$ cat src/rtl/ttt_pkg.sv
// Shared types and codes for the tic-tac-toe engine.
package ttt_pkg;

  // Cell contents; the winner encoding reuses the same values.
  localparam logic [1:0] CELL_EMPTY = 2'b00;
  localparam logic [1:0] CELL_X     = 2'b01;
  localparam logic [1:0] CELL_O     = 2'b10;

  localparam logic [1:0] WIN_NONE = 2'b00;
  localparam logic [1:0] WIN_X    = 2'b01;
  localparam logic [1:0] WIN_O    = 2'b10;

  typedef enum logic [2:0] {IDLE, WAIT_MOVE, SCAN, EVAL, OVER} state_e;
  typedef enum logic [1:0] {DIR_ROW, DIR_COL, DIR_DIAG, DIR_ADIAG} dir_e;

  // Stone code for the side to move (turn: 0 = X, 1 = O).
  function automatic logic [1:0] player_code(input logic turn);
    return turn ? CELL_O : CELL_X;
  endfunction

endpackage

$ cat src/rtl/ttt_game_core_line_scan.sv
// Probe address generator: placed cell + direction + offset -> probe cell.
// Pure signed coordinate arithmetic; off counts 0..2*WIN_LEN-2 and maps to
// the signed step -(WIN_LEN-1)..+(WIN_LEN-1) along the chosen line.
module ttt_line_scan
  import ttt_pkg::*;
#(
  parameter int BOARD_N = 3,
  parameter int WIN_LEN = 3,
  parameter int RC_W    = 2,
  parameter int OFF_W   = 3,
  parameter int CELL_W  = 4
) (
  input  logic [RC_W-1:0]   row,
  input  logic [RC_W-1:0]   col,
  input  dir_e              dir,
  input  logic [OFF_W-1:0]  off,
  output logic              in_bounds,
  output logic [CELL_W-1:0] probe_idx
);

  // Step along the line and flag probes that fall off the board (no wrap).
  always_comb begin
    int d, dr, dc, r, c;
    d  = int'(off) - (WIN_LEN - 1);
    dr = 0;
    dc = 0;
    case (dir)
      DIR_ROW:  dc = d;
      DIR_COL:  dr = d;
      DIR_DIAG: begin dr = d; dc = d;  end
      default:  begin dr = d; dc = -d; end
    endcase
    r = int'(row) + dr;
    c = int'(col) + dc;
    in_bounds = (r >= 0) && (r < BOARD_N) && (c >= 0) && (c < BOARD_N);
    probe_idx = '0;
    if (in_bounds) probe_idx = CELL_W'(r * BOARD_N + c);
  end

endmodule

$ cat src/rtl/ttt_game_core.sv
// Tic-tac-toe engine: N x N board, K-in-a-row win check by a fixed-length
// scan of the four lines through the last placed stone.
// Optional macro TTT_ALT_FIRST_EN: alternate the opening player per game.
module ttt_game_core
  import ttt_pkg::*;
#(
  parameter int BOARD_N = 3,
  parameter int WIN_LEN = 3,
  parameter int CELL_W  = $clog2(BOARD_N*BOARD_N),
  parameter int CNT_W   = $clog2(BOARD_N*BOARD_N+1)
) (
  input  logic                           clk,
  input  logic                           rst,
  input  logic                           start_pulse,
  input  logic                           key_valid,
  input  logic [CELL_W-1:0]              key_idx,
  output logic                           in_game,
  output logic                           turn_o,
  output logic                           busy,
  output logic                           illegal_pulse,
  output logic                           game_over,
  output logic [1:0]                     winner,
  output logic [CNT_W-1:0]               move_count,
  output logic [2*BOARD_N*BOARD_N-1:0]   board_state
);

  localparam int CELLS     = BOARD_N * BOARD_N;
  localparam int RC_W      = $clog2(BOARD_N);
  localparam int OFF_W     = $clog2(2*WIN_LEN-1);
  localparam int RUN_W     = $clog2(2*WIN_LEN);
  localparam int SCAN_LAST = 2*WIN_LEN - 2;

  state_e               state_q, state_d;
  logic [2*CELLS-1:0]   board_q, board_d;
  logic                 turn_q, turn_d;
  logic [CNT_W-1:0]     cnt_q, cnt_d;
  logic [1:0]           winner_q, winner_d;
  logic                 over_q, over_d;
  logic                 in_game_q, in_game_d;
  logic                 busy_q, busy_d;
  logic                 ill_q, ill_d;
  logic [RC_W-1:0]      row_q, row_d, col_q, col_d;
  dir_e                 dir_q, dir_d;
  logic [OFF_W-1:0]     off_q, off_d;
  logic [RUN_W-1:0]     run_q, run_d, run_base;
  logic                 win_q, win_d;
  logic                 in_bounds;
  logic [CELL_W-1:0]    probe_idx;
  logic [1:0]           pcode, key_cell, probe_cell;
  logic                 key_ok, hit, clear_game, opener;
  int                   key_int, kslot;
`ifdef TTT_ALT_FIRST_EN
  logic                 first_q, first_d;
`endif

  ttt_line_scan #(
    .BOARD_N(BOARD_N), .WIN_LEN(WIN_LEN), .RC_W(RC_W), .OFF_W(OFF_W), .CELL_W(CELL_W)
  ) u_scan (
    .row(row_q), .col(col_q), .dir(dir_q), .off(off_q),
    .in_bounds(in_bounds), .probe_idx(probe_idx)
  );

  // Next-state, board update, scan bookkeeping and outcome evaluation.
  always_comb begin
    state_d    = state_q;
    board_d    = board_q;
    turn_d     = turn_q;
    cnt_d      = cnt_q;
    winner_d   = winner_q;
    over_d     = over_q;
    in_game_d  = in_game_q;
    busy_d     = busy_q;
    ill_d      = 1'b0;
    row_d      = row_q;
    col_d      = col_q;
    dir_d      = dir_q;
    off_d      = off_q;
    run_d      = run_q;
    win_d      = win_q;
    clear_game = 1'b0;
`ifdef TTT_ALT_FIRST_EN
    first_d    = first_q;
    opener     = first_q;
`else
    opener     = 1'b0;
`endif
    pcode      = player_code(turn_q);
    key_int    = int'(key_idx);
    key_ok     = key_int < CELLS;
    kslot      = key_ok ? key_int : 0;
    key_cell   = board_q[2*kslot +: 2];
    probe_cell = board_q[2*int'(probe_idx) +: 2];
    hit        = in_bounds && (probe_cell == pcode);
    run_base   = (off_q == '0) ? '0 : run_q;

    case (state_q)
      IDLE: begin
        if (start_pulse) begin
          clear_game = 1'b1;
          state_d    = WAIT_MOVE;
        end
      end
      WAIT_MOVE: begin
        if (start_pulse) begin
          clear_game = 1'b1;
        end else if (key_valid) begin
          if (key_ok && key_cell == CELL_EMPTY) begin
            board_d[2*kslot +: 2] = pcode;
            cnt_d   = cnt_q + CNT_W'(1);
            row_d   = RC_W'(key_int / BOARD_N);
            col_d   = RC_W'(key_int % BOARD_N);
            dir_d   = DIR_ROW;
            off_d   = '0;
            run_d   = '0;
            win_d   = 1'b0;
            busy_d  = 1'b1;
            state_d = SCAN;
          end else begin
            ill_d = 1'b1;
          end
        end
      end
      SCAN: begin
        run_d = hit ? run_base + RUN_W'(1) : '0;
        if (hit && (run_base + RUN_W'(1)) == RUN_W'(WIN_LEN)) win_d = 1'b1;
        if (off_q == OFF_W'(SCAN_LAST)) begin
          off_d = '0;
          if (dir_q == DIR_ADIAG) begin
            busy_d  = 1'b0;
            state_d = EVAL;
          end else begin
            dir_d = dir_e'(dir_q + 2'd1);
          end
        end else begin
          off_d = off_q + OFF_W'(1);
        end
      end
      EVAL: begin
        if (win_q) begin
          winner_d = pcode;
          over_d   = 1'b1;
          state_d  = OVER;
        end else if (cnt_q == CNT_W'(CELLS)) begin
          winner_d = WIN_NONE;
          over_d   = 1'b1;
          state_d  = OVER;
        end else begin
          turn_d  = ~turn_q;
          state_d = WAIT_MOVE;
        end
      end
      OVER: begin
        if (start_pulse) begin
          clear_game = 1'b1;
          state_d    = WAIT_MOVE;
`ifdef TTT_ALT_FIRST_EN
          first_d    = ~first_q;
          opener     = ~first_q;
`endif
        end
      end
      default: state_d = IDLE;
    endcase

    if (clear_game) begin
      board_d   = '0;
      cnt_d     = '0;
      winner_d  = WIN_NONE;
      over_d    = 1'b0;
      in_game_d = 1'b1;
      turn_d    = opener;
    end
  end

  // State and output registers; synchronous reset aborts any scan.
  always_ff @(posedge clk) begin
    if (rst) begin
      state_q   <= IDLE;
      board_q   <= '0;
      turn_q    <= 1'b0;
      cnt_q     <= '0;
      winner_q  <= WIN_NONE;
      over_q    <= 1'b0;
      in_game_q <= 1'b0;
      busy_q    <= 1'b0;
      ill_q     <= 1'b0;
      row_q     <= '0;
      col_q     <= '0;
      dir_q     <= DIR_ROW;
      off_q     <= '0;
      run_q     <= '0;
      win_q     <= 1'b0;
`ifdef TTT_ALT_FIRST_EN
      first_q   <= 1'b0;
`endif
    end else begin
      state_q   <= state_d;
      board_q   <= board_d;
      turn_q    <= turn_d;
      cnt_q     <= cnt_d;
      winner_q  <= winner_d;
      over_q    <= over_d;
      in_game_q <= in_game_d;
      busy_q    <= busy_d;
      ill_q     <= ill_d;
      row_q     <= row_d;
      col_q     <= col_d;
      dir_q     <= dir_d;
      off_q     <= off_d;
      run_q     <= run_d;
      win_q     <= win_d;
`ifdef TTT_ALT_FIRST_EN
      first_q   <= first_d;
`endif
    end
  end

  assign in_game       = in_game_q;
  assign turn_o        = turn_q;
  assign busy          = busy_q;
  assign illegal_pulse = ill_q;
  assign game_over     = over_q;
  assign winner        = winner_q;
  assign move_count    = cnt_q;
  assign board_state   = board_q;

endmodule

$ cat config.mk
export PLATFORM = sky130hd
export DESIGN_NAME = ttt_game_core
export DESIGN_NICKNAME = d
export VERILOG_FILES = /design/src/rtl/ttt_pkg.sv /design/src/rtl/ttt_game_core_line_scan.sv /design/src/rtl/ttt_game_core.sv
export SDC_FILE = /design/constraint.sdc
export NUM_CORES = 1
export LEC_CHECK = 0
export ABC_CLOCK_PERIOD_IN_PS = 4550
export CAP_MARGIN = 15
export CORE_UTILIZATION = 40
export DETAILED_ROUTE_END_ITERATION = 10
export MAX_ROUTING_LAYER = met4
export SLEW_MARGIN = 10
export SYNTH_ARGS = -nofsm -noshare
export SYNTH_HDL_FRONTEND = slang
export SYNTH_SLANG_ARGS = --single-unit
$ cat constraint.sdc
create_clock -name clk -period 4.55 [get_ports clk]
set_clock_uncertainty 0.05 [all_clocks]
set_input_delay 0.455 -clock clk [delete_from_list [all_inputs] [get_ports clk]]
set_output_delay 0.455 -clock clk [all_outputs]
set_load 0.01 [all_outputs]
After elaboration in Yosys (flattened, before gate mapping)
Cells that the tools add are included.
Storage, ports and cells
  output and inout port bits: 29
  register bits after elaboration: 45
  bits of input ports: 8
  logic and storage cells: 134
Cells by class
  add/subtract/negate cells: 10
  reduce and logical (&&, ||, !) cells: 25
  divide/modulo/power cells: 2
  order comparisons: 5
  multipliers: 1
  bitwise gates (word level): 6
  multiplexer cells: 47
  shift-type cells: 4
  equal/unequal tests: 19
Operators by type and width (number)
  adder 3 x 32 -> 32 bit: 2
  >= comparator 32 x 1 -> 1 bit, second input constant: 2
  less-than comparator 32 x 3 -> 1 bit, second input constant: 2
  case mux 32 bit (2 select lines): 1
  two-way mux 3 bit: 14
  variable part select 18 x 6 -> 2 bit: 2
  negator 5 -> 33 bit: 1
  variable shift 2 x 33 -> 18 bit, first input constant: 1
  variable part select 2 x 33 -> 18 bit: 1
  divider 5 x 3 -> 32 bit, second input constant: 1
  modulo 5 x 3 -> 32 bit, second input constant: 1
  multiplier 32 x 3 -> 4 bit, second input constant: 1
  two-way mux 32 bit: 1
  negator 32 bit: 1
  bitwise mux 18 bit: 1
  AND reduction 6 bit: 3
  two-way mux 2 bit: 8
  two-way mux 1 bit: 14
  inequality test 2 bit, second input constant: 7
  case mux 3 bit (2 select lines): 2
  case mux 3 bit (4 select lines): 1
  equality test 3 x 2 -> 1 bit, second input constant: 3
  two-way mux 4 bit: 2
  AND reduction 4 bit: 2
  26 further kinds: 45

Logic depth before layout (Yosys ltp)
  word-level depth: 14
  mapped depth: 21
  depth with buffers taken out: 21

By module
A second synthesis with hierarchy kept.
Second synthesis, totals
  cell total of the unflattened synthesis: 420
  area, all modules: 3589.7 um^2
Modules (own cells, without submodules)
  ttt_game_core: instances 1, seq. area each 900.9 um^2, cells an instance 322, area an instance 2807.7 um^2
  ttt_line_scan: instances 1, seq. area each 0.0 um^2, cells an instance 98, area an instance 782.0 um^2

Worst setup path after synthesis
OpenSTA, ideal clock, no wires.
  path type: reg2reg
  start: reg dir_q[0]
  end: reg win_q
  library setup time: 0.070 ns
  required time: 4.430 ns
  buffers on the path: 0
  arrival: 4.505 ns
  cell stages (with the launch flop): 19
  clock period less this slack: 4.625 ns
  slack: -0.075 ns
  path through: dfxtp_1 inv_1 ha_1 or2_2 fa_1 xnor2_1 ha_1 fa_1 inv_1 fa_1 xor2_1 xnor2_1 xnor2_1 xnor2_2 mux2i_1 a211o_1 nor4_2 o2111ai_1 a21oi_1
On the way
  cells in the longest elaborated chain, start to end: 14
  elaborated cells on any way between the ends: 24
  those cells by class: 3 x add/sub; 1 x mul; 4 x order compare; 4 x eq/ne; 1 x shift; 3 x mux; 8 x reduce/logical
Ends and longest elaborated chain
  from (decl): line ttt_game_core.sv:43  | dir_e dir_q, dir_d;
  from (signal assigned): line ttt_game_core.sv:208  | dir_q <= dir_d;
  branches (longest 10 deep; another with adder 3 x 32 -> 32 bit)
  logical AND 1 bit *: line ttt_game_core.sv:93  | hit = in_bounds && (probe_cell == pcode);
  logical AND 1 bit *: line ttt_game_core.sv:125  | if (hit && (run_base + RUN_W'(1)) == RUN_W'(WIN_LEN)) win_d = 1'b1;
  inequality test 2 bit (no line) *
  AND reduction 5 bit (no line) *
  to (signal assigned): line ttt_game_core.sv:211  | win_q <= win_d;
  to (decl): line ttt_game_core.sv:46  | logic win_q, win_d;
Mark *: on every way between the ends.
A chain may end at the register's enable or synchronous reset.

Final worst setup path
Ends and elaborated chain as after synthesis.

==> flow_metrics.tcl <==
set metrics [dict create \
    p_comb_frac 0.150 \
    seq_area_frac_synth 0.2663 \
    initial_core_util 0.4118 \
    dieArea_um2 8829 \
    drt_first_pass_iters 5 \
    post_synth_num_cell_types 64 \
    final_core_utilization 0.5013 \
    cellLeakagePower_nw 1.588 \
    syn-num-nets 460 \
    post_route_cells_drive_above_1_share 0.1476 \
    via_count 2972 \
    clkTransAtPathRegs_ns 0.09 \
    synthToLayoutAreaGrowth_pct 21.75 \
    regToRegStartpoint "dir_q[0]$_SDFFE_PP0P_" \
    timing.final.max_slew_violations 0 \
    grt_pass1_wl_um 13760 \
    synth_top_cell_area_share 0.2663 \
    grt_pass1_vias 2831 \
    maximum_count_of_clock_buffers_along_a_single_path 2 \
    power.switching_fraction 0.2725 \
    cts_tree "yes" \
    worst_ep_arrival_time_ns 4.71 \
    peakVddDrop_mv 0.1411 \
    timing.critical_path.slowest_stage_cell "sky130_fd_sc_hd__fa_2" \
    yosys_register_bits 45 \
    timing.critical_path.required_ns 4.73 \
    synth-edff-count 0 \
    worst_slew_pin_slew_ns 0.5418 \
    power.share.clock 0.322 \
    detail_route.drc_violations 0 \
    numPortBuffers 36 \
    syn_area_um2 3383 \
    power.share.sequential 0.528 \
    total_gr_overflow 0 \
    worstSkewPairLatency_ns 0.30 \
    hold_viol 0 \
    design.core.area_um2 8217 \
    rr_worst_depth 20 \
    synth-async-reset-ratio 0 \
    cts.root.buffer_cell "sky130_fd_sc_hd__clkbuf_8" \
    hold-path-endpoint "game_over$_SDFFE_PP0P_" \
    finalSetupViolations 0 \
    pin_count 37 \
    critical_path.endpoint_type "flip-flop" \
    detailedRoute.firstIterationViolations 127 \
    yosys_most_used_dff "sky130_fd_sc_hd__dfxtp_1" \
    placed_area_um2 3908 \
    cts_num_sinks 45 \
    hold_path.startpoint "game_over$_SDFFE_PP0P_" \
    netlist_top_cells_count "60 x sky130_fd_sc_hd__nor2_1, 45 x sky130_fd_sc_hd__dfxtp_1, 38 x sky130_fd_sc_hd__ha_1, 38 x sky130_fd_sc_hd__nand2_1, 30 x sky130_fd_sc_hd__inv_1" \
    internal-power_uw 552.2 \
    ctsHtreeMaxLevel 2 \
    critical-path-max-stage-delay_ns 0.55 \
    cells_along_the_critical_path "inv_2 > ha_4 > nor2_2 > ha_2 > inv_2 > fa_2 > inv_4 > ha_4 > fa_1 > inv_2 > fa_2 > xor2_1 > xnor2_1 > xnor2_1 > xnor2_2 > a2111oi_2 > a211o_1 > o211a_1 > o2111ai_1 > a21oi_1" \
    setup_ws_ns 0.02608 \
    worstPathMaxFanout 5 \
    finalPower_uw 758.9 \
    totalWireLength_um 8287 \
    status "finished clean" \
    via_per_inst 5.317 \
    synthMostInstantiatedCell "sky130_fd_sc_hd__nor2_1" \
    dieHeight_um 93.97 \
    worst_path_buf_inv 4 \
    yosys_warnings 0 \
    number_of_gates_on_the_worst_path_with_buffers_counted 20 \
    min_period_over_period 0.9943 \
    globalplace.congestion 0.8738 \
    postSynthCellCount 409 \
    routedWlPerCell_um 14.82 \
    grt_max_degree 27 \
    finalWorstPathRequiredPeriod_ns 4.524 \
    crit_start "dir_q[0]$_SDFFE_PP0P_" \
    path_category_of_the_worst_min_delay_check "reg -> reg" \
    r2r_end "win_q$_SDFFE_PP0P_" \
    power.density_nw_per_um2 184.3 \
    ant_nets 0 \
    antenna_cells 0 \
    grt_use_total 0.2050 \
    finalInstanceArea_um2 4119 \
    antenna_found_initial 0 \
    numCtsBuffers 5 \
    max_freq_mhz 221.0 \
    max-slew-margin-rel 0.6374 \
    cp_common_cell "sky130_fd_sc_hd__inv_2" \
    netSwitchingPower_uw 206.8 \
    leading_cell_types_by_total_area_after_synthesis "sky130_fd_sc_hd__dfxtp_1 27%, sky130_fd_sc_hd__ha_1 14%, sky130_fd_sc_hd__nor2_1 6.7%" \
    regToRegSetupSlack_ns 0.03 \
    critPathTopFamily "adder cells" \
    post-synth-top-area-cell "sky130_fd_sc_hd__dfxtp_1" \
    crit_path_start_kind "flip-flop" \
    detailed_place_hpwl_um 6300 \
    synth_area_per_cell_um2 8.272 \
    grt_setup_unrepaired "yes" \
    chipWidth_um 93.97 \
    fp-row-count 33 \
    timing.setup.critical_path_class "reg -> reg" \
    cap_viol_max_count 0 \
    layout.nets 504 \
    worstHoldPathCells 2 \
    preCtsSetupSlack_ns -0.1026 \
]
-- cell usage in the layout, fill, tap and decap left out, types with 3 or more instances in the layout --
| cell type | n |
|---|---|
| sky130_fd_sc_hd__or3_1 | 5 |
| sky130_fd_sc_hd__fa_2 | 3 |
| sky130_fd_sc_hd__inv_1 | 23 |
| sky130_fd_sc_hd__ha_2 | 4 |
| sky130_fd_sc_hd__xnor2_1 | 8 |
| sky130_fd_sc_hd__dfxtp_1 | 43 |
| sky130_fd_sc_hd__clkdlybuf4s50_1 | 36 |
| sky130_fd_sc_hd__a211oi_1 | 7 |
| sky130_fd_sc_hd__mux2i_1 | 17 |
| sky130_fd_sc_hd__buf_4 | 16 |
| sky130_fd_sc_hd__o21ai_0 | 8 |
| sky130_fd_sc_hd__nor3_1 | 9 |
| sky130_fd_sc_hd__and2_1 | 5 |
| sky130_fd_sc_hd__mux4_2 | 3 |
| sky130_fd_sc_hd__inv_2 | 6 |
| sky130_fd_sc_hd__a21oi_1 | 21 |
| sky130_fd_sc_hd__nand3_1 | 12 |
| sky130_fd_sc_hd__nor4b_1 | 3 |
| sky130_fd_sc_hd__ha_1 | 31 |
| sky130_fd_sc_hd__a31oi_1 | 4 |
| sky130_fd_sc_hd__o31ai_1 | 3 |
| sky130_fd_sc_hd__clkbuf_8 | 5 |
| sky130_fd_sc_hd__ha_4 | 3 |
| sky130_fd_sc_hd__o21ai_1 | 3 |
| sky130_fd_sc_hd__nor2_1 | 59 |
| sky130_fd_sc_hd__xor2_1 | 4 |
| sky130_fd_sc_hd__nand2_1 | 38 |
| sky130_fd_sc_hd__nand2b_1 | 10 |
-- repair_timing --
item / in CTS / in global routing
pin swaps: 9 / 7
setup buffers: 1 / 1
gates resized for setup: 9 / 25
hold buffers: 0 / 0
cloned: 0 / 0
setup endpoints to repair: 4 / 4
-- per-layer routing --
metal	vias to the layer above	part of all wire	track usage
li1	1518	-	-
met1	1385	0.48	0.2643
met2	58	0.48	0.3394
met3	11	0.026	0.02184
met4	0	0.014	0.05897
met5	-	0	-
-- power groups by stage --
stage	registers, mW	clock network, mW	logic (mW)
finish	0.401	0.244	0.114
global route	0.402	0.275	0.127
CTS	0.401	0.251	0.112
detailed placement	0.410	0	0.108
global placement	0.410	0	0.106
floorplan	0.410	0	0.0806
-- stage by stage --
| step | cells | hold WS, ns | setup TNS [ns] |
|---|---|---|---|
| after floorplan | 409 | 0.3727 | 0 |
| after global placement | 549 | 0.3833 | -0.01595 |
| after detailed placement | 549 | 0.3933 | -0.3622 |
| after CTS | 558 | 0.4055 | 0 |
| after global routing | 559 | 0.4211 | -0.5130 |
| final | 559 | 0.3988 | 0 |
-- worst min-delay path, stage by stage, from the launching register on --
cell and delay (ns):
sky130_fd_sc_hd__dfxtp_1 0.31, sky130_fd_sc_hd__inv_1 0.04, sky130_fd_sc_hd__a21oi_1 0.05
-- worst max-delay path by stage --
| stage | to | slack, ns |
|---|---|---|
| 5_1_grt | win_q$_SDFFE_PP0P_ | -0.18 |
| 3_3_place_gp | win_q$_SDFFE_PP0P_ | -0.02 |
| 3_5_place_dp | win_q$_SDFFE_PP0P_ | -0.10 |
| 2_1_floorplan | win_q$_SDFFE_PP0P_ | 0.01 |
| 6_report | win_q$_SDFFE_PP0P_ | 0.03 |
| 4_1_cts | win_q$_SDFFE_PP0P_ | 0.002 |
-- layout make-up --
class                           count  area (µm²)
Timing Repair Buffer               53       491.7
Tap cell                          105       131.4
Clock buffer                        7       76.32
Inverter                           30       115.1
Fill cell                         793        4098
Sequential cell                    45       903.4
Clock inverter                      1       7.507
Multi-Input combinational cell    318        2394
-- kinds of logic (layout without fill, tap and decap cells) --
family | after synthesis | after routing | share of synthesized area
simple gates | 166 | 166 | 0.2419
xor+xnor | 15 | 15 | 0.04105
flops | 45 | 45 | 0.2663
mux | 22 | 22 | 0.07692
fa+ha+maj | 43 | 43 | 0.1701
compound gates | 72 | 72 | 0.1461
buf+inv | 46 | 91 | 0.05769
-- flip-flops by register name, indices dropped and copies added, names as in the netlist --
signal and count:
illegal_pulse 1, col_q 2, move_count 4, busy 1, dir_q 2, win_q 1
state_q 3, board_state 18, off_q 3, game_over 1, winner 2, run_q 3
turn_o 1, in_game 1, row_q 2
(Power assumes the default switching activity.)
==> variant, RTL diff (same flow settings) <==
Register the inputs `start_pulse`, `key_valid` and `key_idx` before use. The logic sees them one clock later.
--- a/src/rtl/ttt_game_core.sv
+++ b/src/rtl/ttt_game_core.sv
@@ -32,2 +32,12 @@
 
+  logic start_pulse_q;
+  logic key_valid_q;
+  logic [CELL_W-1:0] key_idx_q;
+
+  always_ff @(posedge clk) begin
+    start_pulse_q <= start_pulse;
+    key_valid_q   <= key_valid;
+    key_idx_q     <= key_idx;
+  end
+
   state_e               state_q, state_d;
@@ -87,3 +97,3 @@
     pcode      = player_code(turn_q);
-    key_int    = int'(key_idx);
+    key_int    = int'(key_idx_q);
     key_ok     = key_int < CELLS;
@@ -97,3 +107,3 @@
       IDLE: begin
-        if (start_pulse) begin
+        if (start_pulse_q) begin
           clear_game = 1'b1;
@@ -103,5 +113,5 @@
       WAIT_MOVE: begin
-        if (start_pulse) begin
+        if (start_pulse_q) begin
           clear_game = 1'b1;
-        end else if (key_valid) begin
+        end else if (key_valid_q) begin
           if (key_ok && key_cell == CELL_EMPTY) begin
@@ -152,3 +162,3 @@
       OVER: begin
-        if (start_pulse) begin
+        if (start_pulse_q) begin
           clear_game = 1'b1;
Check against the original RTL: not equivalent (a bounded check fails within 4 cycles, from zero or initial values and one cycle with rst high).
==> variant against the original RTL <==
Synthesized area grew 7.9%; worst setup slack better by 0.040 ns; worst hold slack gained 0.018 ns; count of clock-buffer cells in the layout is 2 lower; design area increased by 8.4%; utilization increased by 0.84 points; total power increased by 22%; cell count rose by 5.9%; sequential cell count is 6 higher; sequential share of layout area rose by 0.98 points; routed wire length rose by 6.4%.
==> variant: results (changes against the original RTL) <==
GRT:
- The via count of the first global-routing pass is 3009 (+6.3%).
- The wire length of the first global-routing pass is 14.6 mm (+6.4%).
- The met2 track utilization from global routing is 30.8% (-3.1 points).
- The met3 usage in global routing was 1.80% (-0.39 points).
- The fraction of met1 tracks used by global routing is 26.5% (+0.060 points).
- The number of antenna violations at the first check in global routing came to 0 (unchanged).
- The overall global routing resource usage is 19.3% (-1.2 points).

Detailed routing:
- The final wirelength is 8.82 mm (+6.4%).
- The violation count after the first detailed-route iteration was 130 (+2.4%).
- The wire length on met3 was 260 um (+19%).
- The routed length on met2 is 4.13 mm (+4.0%).
- The number of iterations in the first detailed-routing pass was 5 (unchanged).
- The wire length per cell after detailed routing was 14.9 um (+0.48%).
- The total routed wire length on the met1 layer is 4.32 mm (+8.6%).
- The vias per cell is 5.35 (+0.72%).

Timing:
- The minimum setup slack in the final design is 0.0658 ns (+0.0397 ns).
- The normalized max-slew margin is 40.1% (-24 points).
- The final hold slack came to 0.417 ns (+0.0179 ns).

Setup path:
- Broken down by cell family, the worst path's largest delay share belongs to adder cells.
- The signal arrival time at the worst endpoint is 4.65 ns (-0.06 ns).
- For this run, the slowest stage of the critical path takes 0.54 ns.
- The worst reg2reg path depth is 21 (+5.0%).
- On the critical path, the stage with the largest delay is an instance of fa_1.
- The maximum fanout encountered on the critical timing path is 4 (-1).
- The endpoint identified for the worst register-to-register timing path is win_q$_SDFFE_PP0P_.

Place:
- The post-DP HPWL is 6.58 mm (+4.5%).
- The instance area at placement is 4180 um2 (+7.1%).
- The number of instances in the placed design came to 579 (+5.5%).
- The worst slack at placement is -0.185 ns (-0.0827 ns).
- The final estimated routing congestion in global placement is 0.861 (-1.4%).

Synthesis:
- The share of flip-flops with an asynchronous set or reset after synthesis was 0% (unchanged).
- By area the synthesized netlist is led by dfxtp_1, ha_1, nor2_1, mux2i_1, a21oi_1.
- The part of the Yosys area used for sequential elements is 28.0% (+1.3 points).
- The count of cell types in the netlist came to 58 (-9.4%).
- By count the netlist is led by nor2_1, dfxtp_1, ha_1.
- The net count of the mapped netlist was 484 (+5.2%).
- The instance count of the mapped netlist was 433 (+5.9%).

Power:
- The worst ir drop on vdd is 0.116 mV (-18%).
- The leakage power was 0.00179 uW (+12%).

Clock tree:
- The number of buffers inserted during clock tree synthesis is 5 (unchanged).
- The CTS clock-pin slew for the worst setup and hold paths is 0.11 ns (+0.02 ns).
- The clock latency reported for the late side of the worst-skew pair is 0.32 ns (+0.02 ns).

Layout:
- Compared with the post-synthesis result, the final layout area differs by 22.3%.
- The number of nets in the layout is 534 (+6.0%).
- The layout cell share with drive strength beyond 1 is 16.9% (+2.2 points).
- The number of filler instances in the final layout was 842 (+6.2%).

Worst hold path:
- The worst min-delay path class is reg -> reg.
- The number of cells on the worst hold path is 2 (unchanged).

Run status:
- The flow ran to the end, and the final reports show no timing, DRC or antenna violations.
[variant: cell count changes after synthesis, moves of 4 or more]
cell     before  now
nor2_1       60   75
nand2_1      38   28
mux2i_1      17   25
nor3_1        9   17
inv_1        30   23
dfxtp_1      45   51
or3_1         6    1
nand4_1       1    5
o21ai_1       4    0
or2_2         3    7
[variant: logic make-up (layout without fill, tap and decap cells)]
group / Yosys count / count (layout) / synth area share [%]
mux: 31 / 31 / 10.0
fa+ha+maj: 43 / 43 / 15.8
xor+xnor: 15 / 15 / 3.60
compound gates: 67 / 67 / 12.0
simple gates: 185 / 185 / 25.1
buf+inv: 41 / 92 / 5.59
flops: 51 / 51 / 28.0
[variant: layout make-up]
type	count	area share [%]
inverter	24	2.02
clock buffer	5	1.54
sequential	51	22.9
timing repair buffer	60	12.1
clock inverter	3	0.616
tap	108	3.03
multi-input combinational	341	57.8
[variant: what timing repair did]
item | CTS | global route
setup buffers | 1 | 4
pin swaps | 5 | 14
resized for setup | 11 | 28
setup endpoints to repair | 4 | 4
[variant: worst min-delay path by stage]
stage	startpoint	to
final	run_q[1]$_SDFFE_PP0P_	run_q[1]$_SDFFE_PP0P_
after global routing	run_q[1]$_SDFFE_PP0P_	run_q[1]$_SDFFE_PP0P_
after CTS	run_q[2]$_SDFFE_PP0P_	run_q[2]$_SDFFE_PP0P_
after detailed placement	run_q[1]$_SDFFE_PP0P_	run_q[1]$_SDFFE_PP0P_
after global placement	run_q[1]$_SDFFE_PP0P_	run_q[1]$_SDFFE_PP0P_
after floorplan	run_q[1]$_SDFFE_PP0P_	run_q[1]$_SDFFE_PP0P_
[variant: power by group]
part,internal (uW),switching [uW]
combinational,82.7,97.9
clock,113,171
sequential,453,10.4
